`src/rtl/hazard_ctrl_pkg.sv`:
```
// rtl/hazard_ctrl_pkg.sv - shared widths, opcodes, FSM encodings and forwarding helpers for hazard_ctrl
package hazard_ctrl_pkg;

  localparam int XLEN  = 32;
  localparam int XADDR = 5;
  localparam int OPLEN = 7;

  localparam logic [OPLEN-1:0] OP_LUI   = 7'b0110111;
  localparam logic [OPLEN-1:0] OP_AUIPC = 7'b0010111;
  localparam logic [OPLEN-1:0] OP_JAL   = 7'b1101111;
  localparam logic [OPLEN-1:0] OP_JALR  = 7'b1100111;
  localparam logic [OPLEN-1:0] OP_B     = 7'b1100011;
  localparam logic [OPLEN-1:0] OP_L     = 7'b0000011;
  localparam logic [OPLEN-1:0] OP_S     = 7'b0100011;
  localparam logic [OPLEN-1:0] OP_I     = 7'b0010011;
  localparam logic [OPLEN-1:0] OP_R     = 7'b0110011;

  localparam logic [1:0] HC_RUN    = 2'd0;
  localparam logic [1:0] HC_STALL  = 2'd1;
  localparam logic [1:0] HC_FLUSH  = 2'd2;
  localparam logic [1:0] HC_FREEZE = 2'd3;

  localparam logic [1:0] FWD_REG = 2'd0;
  localparam logic [1:0] FWD_MEM = 2'd1;
  localparam logic [1:0] FWD_WB  = 2'd2;

  // A producer hits the decode instruction when it writes a non-zero rd that decode reads.
  function automatic logic rd_hits(input logic we, input logic [XADDR-1:0] rd,
                                   input logic [XADDR-1:0] rs1, input logic [XADDR-1:0] rs2,
                                   input logic use1, input logic use2);
    return we && (rd != '0) && ((use1 && (rd == rs1)) || (use2 && (rd == rs2)));
  endfunction

  // Youngest producer wins; x0 always reads the register file.
  function automatic logic [1:0] fwd_sel(input logic [XADDR-1:0] rs,
                                         input logic [XADDR-1:0] mem_rd, input logic mem_we,
                                         input logic [XADDR-1:0] wb_rd, input logic wb_we);
    if (rs == '0) return FWD_REG;
    if (mem_we && (mem_rd == rs)) return FWD_MEM;
    if (wb_we && (wb_rd == rs)) return FWD_WB;
    return FWD_REG;
  endfunction

endpackage

```
`src/rtl/hc_rs_use.sv`:
```
// rtl/hc_rs_use.sv - opcode decode of which source registers an instruction reads
module hc_rs_use
  import hazard_ctrl_pkg::*;
(
  input  logic [OPLEN-1:0] i_opcode,
  output logic             o_use_rs1,
  output logic             o_use_rs2
);

  // Unknown opcodes read nothing so they never stall the pipe.
  always_comb begin
    o_use_rs1 = 1'b0;
    o_use_rs2 = 1'b0;
    case (i_opcode)
      OP_I, OP_L, OP_JALR: o_use_rs1 = 1'b1;
      OP_R, OP_S, OP_B: begin
        o_use_rs1 = 1'b1;
        o_use_rs2 = 1'b1;
      end
      default: ;
    endcase
  end

endmodule

```
`src/rtl/hazard_ctrl.sv`:
```
// rtl/hazard_ctrl.sv - pipeline stall/flush/freeze sequencer and forwarding select; HAZARD_CTRL_FORWARD_EN enables forwarding
module hazard_ctrl
  import hazard_ctrl_pkg::*;
#(
  parameter int FLUSH_CYCLES = 2
)
(
  input  logic             i_clk,
  input  logic             i_rst_n,
  input  logic [OPLEN-1:0] i_id_opcode,
  input  logic [XADDR-1:0] i_id_rs1_addr,
  input  logic [XADDR-1:0] i_id_rs2_addr,
  input  logic [XADDR-1:0] i_ex_rs1_addr,
  input  logic [XADDR-1:0] i_ex_rs2_addr,
  input  logic [XADDR-1:0] i_ex_rd_addr,
  input  logic             i_ex_wr_en,
  input  logic             i_ex_is_load,
  input  logic [XADDR-1:0] i_mem_rd_addr,
  input  logic             i_mem_wr_en,
  input  logic [XADDR-1:0] i_wb_rd_addr,
  input  logic             i_wb_wr_en,
  input  logic             i_br_taken,
  input  logic             i_mem_busy,
  output logic             or_stall,
  output logic             or_flush,
  output logic             or_pc_hold,
  output logic [1:0]       o_fwd_a,
  output logic [1:0]       o_fwd_b,
  output logic [1:0]       or_state
);

  // Counter holds the flush cycles still owed after the current one.
  localparam logic [2:0] FLUSH_LOAD = 3'(FLUSH_CYCLES - 1);

  logic       use_rs1;
  logic       use_rs2;
  logic       hazard;
  logic       hit_ex;
  logic [2:0] cnt;
  logic       pend;
  logic [1:0] state_nxt;
  logic [2:0] cnt_nxt;
  logic       pend_nxt;

  hc_rs_use u_rs_use (
    .i_opcode  (i_id_opcode),
    .o_use_rs1 (use_rs1),
    .o_use_rs2 (use_rs2)
  );

  assign hit_ex = rd_hits(i_ex_wr_en, i_ex_rd_addr, i_id_rs1_addr, i_id_rs2_addr, use_rs1, use_rs2);

`ifdef HAZARD_CTRL_FORWARD_EN
  // With forwarding only a load in EX cannot be bypassed in time.
  assign hazard  = i_ex_is_load && hit_ex;
  assign o_fwd_a = fwd_sel(i_ex_rs1_addr, i_mem_rd_addr, i_mem_wr_en, i_wb_rd_addr, i_wb_wr_en);
  assign o_fwd_b = fwd_sel(i_ex_rs2_addr, i_mem_rd_addr, i_mem_wr_en, i_wb_rd_addr, i_wb_wr_en);
`else
  logic unused_fwd_inputs;
  // Without forwarding decode waits until the producer has left writeback.
  assign hazard = hit_ex
                | rd_hits(i_mem_wr_en, i_mem_rd_addr, i_id_rs1_addr, i_id_rs2_addr, use_rs1, use_rs2)
                | rd_hits(i_wb_wr_en, i_wb_rd_addr, i_id_rs1_addr, i_id_rs2_addr, use_rs1, use_rs2);
  assign o_fwd_a = FWD_REG;
  assign o_fwd_b = FWD_REG;
  assign unused_fwd_inputs = ^{i_ex_is_load, i_ex_rs1_addr, i_ex_rs2_addr};
`endif

  // Next state: busy > branch > resumed/ongoing flush > hazard > run.
  always_comb begin
    state_nxt = HC_RUN;
    cnt_nxt   = cnt;
    pend_nxt  = pend;
    if (i_mem_busy) begin
      state_nxt = HC_FREEZE;
      if (or_state == HC_FLUSH) begin
        // The interrupted flush cycle counts as spent; resume owes what is left.
        pend_nxt = (cnt != 3'd0);
        cnt_nxt  = (cnt != 3'd0) ? cnt - 3'd1 : cnt;
      end else if (or_state != HC_FREEZE) begin
        pend_nxt = 1'b0;
      end
    end else if (i_br_taken) begin
      state_nxt = HC_FLUSH;
      cnt_nxt   = FLUSH_LOAD;
      pend_nxt  = 1'b0;
    end else if ((or_state == HC_FREEZE) && pend) begin
      state_nxt = HC_FLUSH;
      pend_nxt  = 1'b0;
    end else if ((or_state == HC_FLUSH) && (cnt != 3'd0)) begin
      state_nxt = HC_FLUSH;
      cnt_nxt   = cnt - 3'd1;
    end else if (hazard) begin
      state_nxt = HC_STALL;
    end
  end

  // Register state and decode-aligned control outputs.
  always_ff @(posedge i_clk or negedge i_rst_n) begin
    if (!i_rst_n) begin
      or_state   <= HC_RUN;
      cnt        <= 3'd0;
      pend       <= 1'b0;
      or_stall   <= 1'b0;
      or_flush   <= 1'b0;
      or_pc_hold <= 1'b0;
    end else begin
      or_state   <= state_nxt;
      cnt        <= cnt_nxt;
      pend       <= pend_nxt;
      or_stall   <= (state_nxt == HC_STALL) || (state_nxt == HC_FREEZE);
      or_pc_hold <= (state_nxt == HC_STALL) || (state_nxt == HC_FREEZE);
      or_flush   <= (state_nxt == HC_FLUSH);
    end
  end

endmodule

```
`config.mk`:
```
export PLATFORM = sky130hd
export DESIGN_NAME = hazard_ctrl
export DESIGN_NICKNAME = d
export VERILOG_FILES = /design/src/rtl/hazard_ctrl_pkg.sv /design/src/rtl/hc_rs_use.sv /design/src/rtl/hazard_ctrl.sv
export SDC_FILE = /design/constraint.sdc
export NUM_CORES = 1
export LEC_CHECK = 0
export BUFFER_PORTS_ARGS = -buffer_cell sky130_fd_sc_hd__buf_4
export CAP_MARGIN = 0
export CORE_UTILIZATION = 41
export DETAILED_ROUTE_END_ITERATION = 8
export PLACE_DENSITY_LB_ADDON = 0.12
export SLEW_MARGIN = 20
export SYNTH_ARGS = -nofsm -noshare
export SYNTH_HDL_FRONTEND = slang
export SYNTH_SLANG_ARGS = --single-unit
export TNS_END_PERCENT = 30
```
`constraint.sdc`:
```
create_clock -name i_clk -period 3 [get_ports i_clk]
set_input_delay 0.6 -clock i_clk [delete_from_list [all_inputs] [get_ports i_clk]]
set_output_delay 0.6 -clock i_clk [all_outputs]
set_load 0.1 [all_outputs]
```
# Word level (Yosys, flattened, before mapping)
# Cells that the tools add are included.
[word_totals]
ff_bits = 8
in_bits = 50
output_inout_bits = 9
word_cells = 76
[classes]
addsub = 1
eq_ne = 22
muxes = 18
n_bitwise = 2
n_reduce_logical = 28
[op_table]
columns = ["operator", "count"]
rows = [
  ["equality test 5 bit", 6],
  ["two-way mux 3 bit", 6],
  ["nonzero test 5 bit", 3],
  ["equality test 7 x 6 -> 1 bit, second input constant", 2],
  ["equality test 7 bit, second input constant", 2],
  ["logical AND 1 bit", 14],
  ["nonzero test 3 bit", 3],
  ["equality test 2 bit, second input constant", 4],
  ["two-way mux 1 bit", 8],
  ["two-way mux 2 bit", 4],
  ["equality test 7 x 2 -> 1 bit, second input constant", 1],
  ["equality test 7 x 5 -> 1 bit, second input constant", 1],
  ["OR reduction 6 bit", 1],
  ["logical OR 1 bit", 4],
  ["!= test 2 x 1 -> 1 bit, second input constant", 2],
  ["AND reduction 4 bit", 1],
  ["!= test 3 x 1 -> 1 bit, second input constant", 1],
  ["!= test 3 bit, second input constant", 1],
  ["OR reduction 3 bit", 1],
  ["subtractor 3 x 1 -> 3 bit, second input constant", 1],
  ["equality test 2 x 1 -> 1 bit, second input constant", 1],
  ["!= test 2 bit, second input constant", 1],
  ["OR 1 bit", 2],
  ["AND reduction 2 bit", 1],
]

# Depth between registers and ports, before layout
[depth]
depth_word = 15
mapped_depth = 7
mapped_depth_nobuf = 7

# Modules after synthesis
# Synthesis repeated with hierarchy kept, for this count alone.
[unflattened]
cells_unflattened = 91
area_unflattened_um2 = 820.8
[modules_own_cells]
columns = ["mod", "n_inst", "cells_per_inst", "area_per_inst_um2", "seq_area_each_um2"]
rows = [
  ["hazard_ctrl", 1, 85, 763.2, 175.2],
  ["hc_rs_use", 1, 6, 57.6, 0.0],
]

# Worst setup path after synthesis
# Ideal clock, no wire load.
[synth_path]
path_kind = "register to output"
startpoint = "register or_state[0] (netlist name)"
endpoint = "output port or_stall"
t_arrival_ns = 1.419
t_required_ns = 2.400
path_slack_ns = 0.981
path_stages_with_launch = 2
n_path_buf = 1
cell_sequence = "dfrtp_1 buf_4"
[synth_lines]
columns = ["element", "line_no", "rtl"]
rows = [
  ["end: declaration", "hazard_ctrl.sv:24", "output logic or_stall,"],
]

# Final worst setup path
[layout_path]
startpoint = "input port i_mem_rd_addr[1]"
endpoint = "register or_state[0]"
[layout_via]
elab_chain_len = 11
word_cells_on_any_way = 15
cone_classes = "2 x eq/ne; 5 x mux; 2 x bitwise; 6 x reduce/logical"
[layout_rtl]
columns = ["element", "line_no", "rtl"]
rows = [
  ["start: declaration", "hazard_ctrl.sv:18", "input logic [XADDR-1:0] i_mem_rd_addr,"],
  ["equality test 5 bit", "hazard_ctrl_pkg.sv:31", "return we && (rd != '0) && ((use1 && (rd == rs1)) || (use2 && (rd == rs2)));"],
  ["logical AND 1 bit", "hazard_ctrl_pkg.sv:31", ""],
  ["logical OR 1 bit", "hazard_ctrl_pkg.sv:31", ""],
  ["logical AND 1 bit *", "hazard_ctrl_pkg.sv:31", ""],
  ["OR 1 bit *", "hazard_ctrl.sv:62", "| rd_hits(i_mem_wr_en, i_mem_rd_addr, i_id_rs1_addr, i_id_rs2_addr, use_rs1, use_rs2)"],
  ["OR 1 bit *", "hazard_ctrl.sv:63", "| rd_hits(i_wb_wr_en, i_wb_rd_addr, i_id_rs1_addr, i_id_rs2_addr, use_rs1, use_rs2);"],
  ["two-way mux 1 bit *", "hazard_ctrl.sv:93", "end else if (hazard) begin"],
  ["two-way mux 2 bit *", "hazard_ctrl.sv:90", "end else if ((or_state == HC_FLUSH) && (cnt != 3'd0)) begin"],
  ["two-way mux 2 bit *", "hazard_ctrl.sv:87", "end else if ((or_state == HC_FREEZE) && pend) begin"],
  ["two-way mux 2 bit *", "hazard_ctrl.sv:83", "end else if (i_br_taken) begin"],
  ["two-way mux 2 bit *", "hazard_ctrl.sv:74", "if (i_mem_busy) begin"],
  ["net state_nxt[0]", "hazard_ctrl.sv:41", "logic [1:0] state_nxt;"],
  ["end signal: assignment", "hazard_ctrl.sv:108", "or_state <= state_nxt;"],
  ["end: declaration", "hazard_ctrl.sv:29", "output logic [1:0] or_state"],
]
# The timed path passes the listed nets; every way through them passes the cells marked *.
# A chain may end at the register's enable or synchronous reset.

==> metrics.yaml <==
layout:
  finish.instance_area_sq_um: 1160
  finalNetCount: 190
  syn_to_final_growth_pct: 42.4
  layout.cells.most_common: "buf_4"
  antenna_cells_inserted: 0
  final_core_utilization_pct: 64.7
  layout_cells_sized_above_1_pct: 38.0
  final_cell_mix: "buf_4 (43), xnor2_1 (25), xor2_1 (7), dfrtp_1 (7)"
  fillers: 175
sta:
  layout_min_cycle_time_ps: 1780
  unrepaired_setup_endpoints_after_global_routing: "false"
  worst_slack_ps: 1220
  final.setup_skew_ps: 4.92
  setup-violations-final: 0
  final_layout_setup_total_negative_slack_ps: 0
  timing.final.max_slew_violations: 0
  final_hold_viol_count: 0
  post-route-period-util_pct: 59.2
  max_freq_mhz: 563
grt:
  grt_antenna_before_repair: 0
  overflow: 0
  first_global_vias: 809
  grt_max_degree: 8
  grt_use_total_pct: 21.9
  grt_pass1_wl_mm: 3.26
critical_path:
  worstSetupStartpointType: "primary input"
  reg2reg_setup_slack_ps: 1410
  path_max_fanout: 3
  rr_endpoint: "cnt[1]"
  endpoint: "or_state[0]"
  regToRegStartpoint: "cnt[0]"
  r2r.worst_path.cells: 6
  critical_path_class: "primary input to register"
  worst_ep_required_time_ps: 3130
  timing.critical_path.from: "i_mem_rd_addr[1]"
  type_of_element_capturing_the_critical_path: "register"
  crit_arrival_ps: 1910
route:
  via_per_inst: 4.99
  drt_first_iter_violations: 9
  detail_route.first_pass.iterations: 5
  drcViolationCount: 0
  drt_wl_total_mm: 2.03
  num_vias: 809
  drt-wirelength-per-cell_um: 12.5
  post_route_ant_nets: 0
die:
  chipWidth_um: 46.7
  std_cell_rows: 15
  fp.coreArea_sq_um: 1800
  die_h_um: 46.7
  initial_core_util_pct: 45.4
  die_area_sq_um: 2180
  io_pins: 59
cts:
  path_clk_slew_ps: 50
  clock-sinks: 7
  ctsHtreeMaxLevel: 1
  max_buffers_root_to_sink: 2
  cts_hold_repair.buffers: 0
  cts-root-buf: "clkbuf_4"
  clkLatencyLatePin_ps: 250
  post-cts-setup-buffer-count: 0
  cts_resized: 0
  tritoncts_clock_tree: "built"
  numCtsBuffers: 3
yosys:
  seq_area_frac_synth_pct: 21.4
  synth.ff_latch_count: 7
  async_flop_share_pct: 100
  synth_edf_count: 0
  synth_cell_type_count: 29
  ys.warnings.count: 0
  synth.avg_cell_area_sq_um: 8.80
  dominantRegCellSynth: "dfrtp_1"
  synth.cell_area_sq_um: 818
  syn_inst: 93
place:
  post_placement_cell_area_sq_um: 1140
  gp_congestion: 0.799
  place_worst_setup_slack_ps: 971
  placement.io_buffers: 43
  place.detailed.hpwl_mm: 1.78
min_path:
  worst_hold_path_type: "primary input to asynchronous set/reset pin"
power_and_ir_drop:
  power_density_nw_per_um2: 466
  irDropWorstVdd_uv: 322
  leakagePower_uw: 0.000500
status:
  status: "finished, final reports clean"
job:
  max_cap_viol_count: 0
-- cell type report --
class                   instances  area (sq um)  share of cell area [%]
well taps                      25          31.3                    2.69
inverters                       2          7.51                   0.644
multi-input cells              81           602                    51.7
flip-flops and latches          7           175                    15.0
clock buffers                   4          26.3                    2.26
repair buffers                 43           323                    27.7
-- power breakdown --
part | switching (uW) | internal (uW)
logic | 190 | 125
registers | 17.7 | 123
clock network | 36.3 | 50.8
-- routing by layer --
metal	GRT usage, %	vias up	wire (um)
met5	0	-	0
met4	8.57	0	50
met3	4.71	7	117
met2	40.6	36	1060
met1	23.6	359	799
li1	-	407	-
-- how the worst min path moves through the flow --
stage	startpoint	end	slack, ps	cells past startpoint
3_5_place_dp	i_rst_n	cnt[2]	420	1
2_1_floorplan	i_rst_n	cnt[0]	300	0
4_1_cts	i_rst_n	or_state[0]	150	1
3_3_place_gp	i_rst_n	cnt[2]	420	1
5_1_grt	i_rst_n	or_state[1]	140	1
6_report	i_rst_n	or_state[0]	140	1
-- synthesized netlist by cell type (3+ instances only) --
| cell | number | area (sq um) |
|---|---|---|
| nor4_1 | 6 | 37.5 |
| or4_1 | 3 | 22.5 |
| xnor2_1 | 25 | 219 |
| nand2_1 | 5 | 18.8 |
| buf_4 | 6 | 45.0 |
| xor2_1 | 7 | 61.3 |
| nand3_1 | 6 | 30.0 |
| dfrtp_1 | 7 | 175 |
| nor2_1 | 3 | 11.3 |
-- per-stage QoR --
| stage | hold WS, ps | std cells | power (uW) |
|---|---|---|---|
| 2_1_floorplan | 304 | 96 | 369 |
| 3_3_place_gp | 416 | 158 | 447 |
| 3_5_place_dp | 417 | 158 | 459 |
| 4_1_cts | 147 | 162 | 547 |
| 5_1_grt | 137 | 162 | 580 |
| 6_report | 145 | 162 | 543 |
-- registers in the layout, indices dropped and copies added (netlist names) --
signal and flops:
cnt 3, or_state 2, or_flush 1, pend 1
-- worst max-delay path, cell delays in order --
cell and delay (ps):
buf_4 130, or4_1 510, o21ai_1 220, nor4_1 90, nor4_1 260, a21oi_1 100
-- kinds of logic (layout without fill, tap and decap cells) --
family	count (synthesis)	after routing	share of synthesized area, %
other cells	1	4	0.458
mux	1	1	1.38
simple gates	32	32	23.9
fa+ha+maj	2	2	3.06
flops	7	7	21.4
compound gates	10	10	9.17
buf+inv	8	49	6.42
xor+xnor	32	32	34.3
Note: power is estimated with default switching activity, not from simulation.
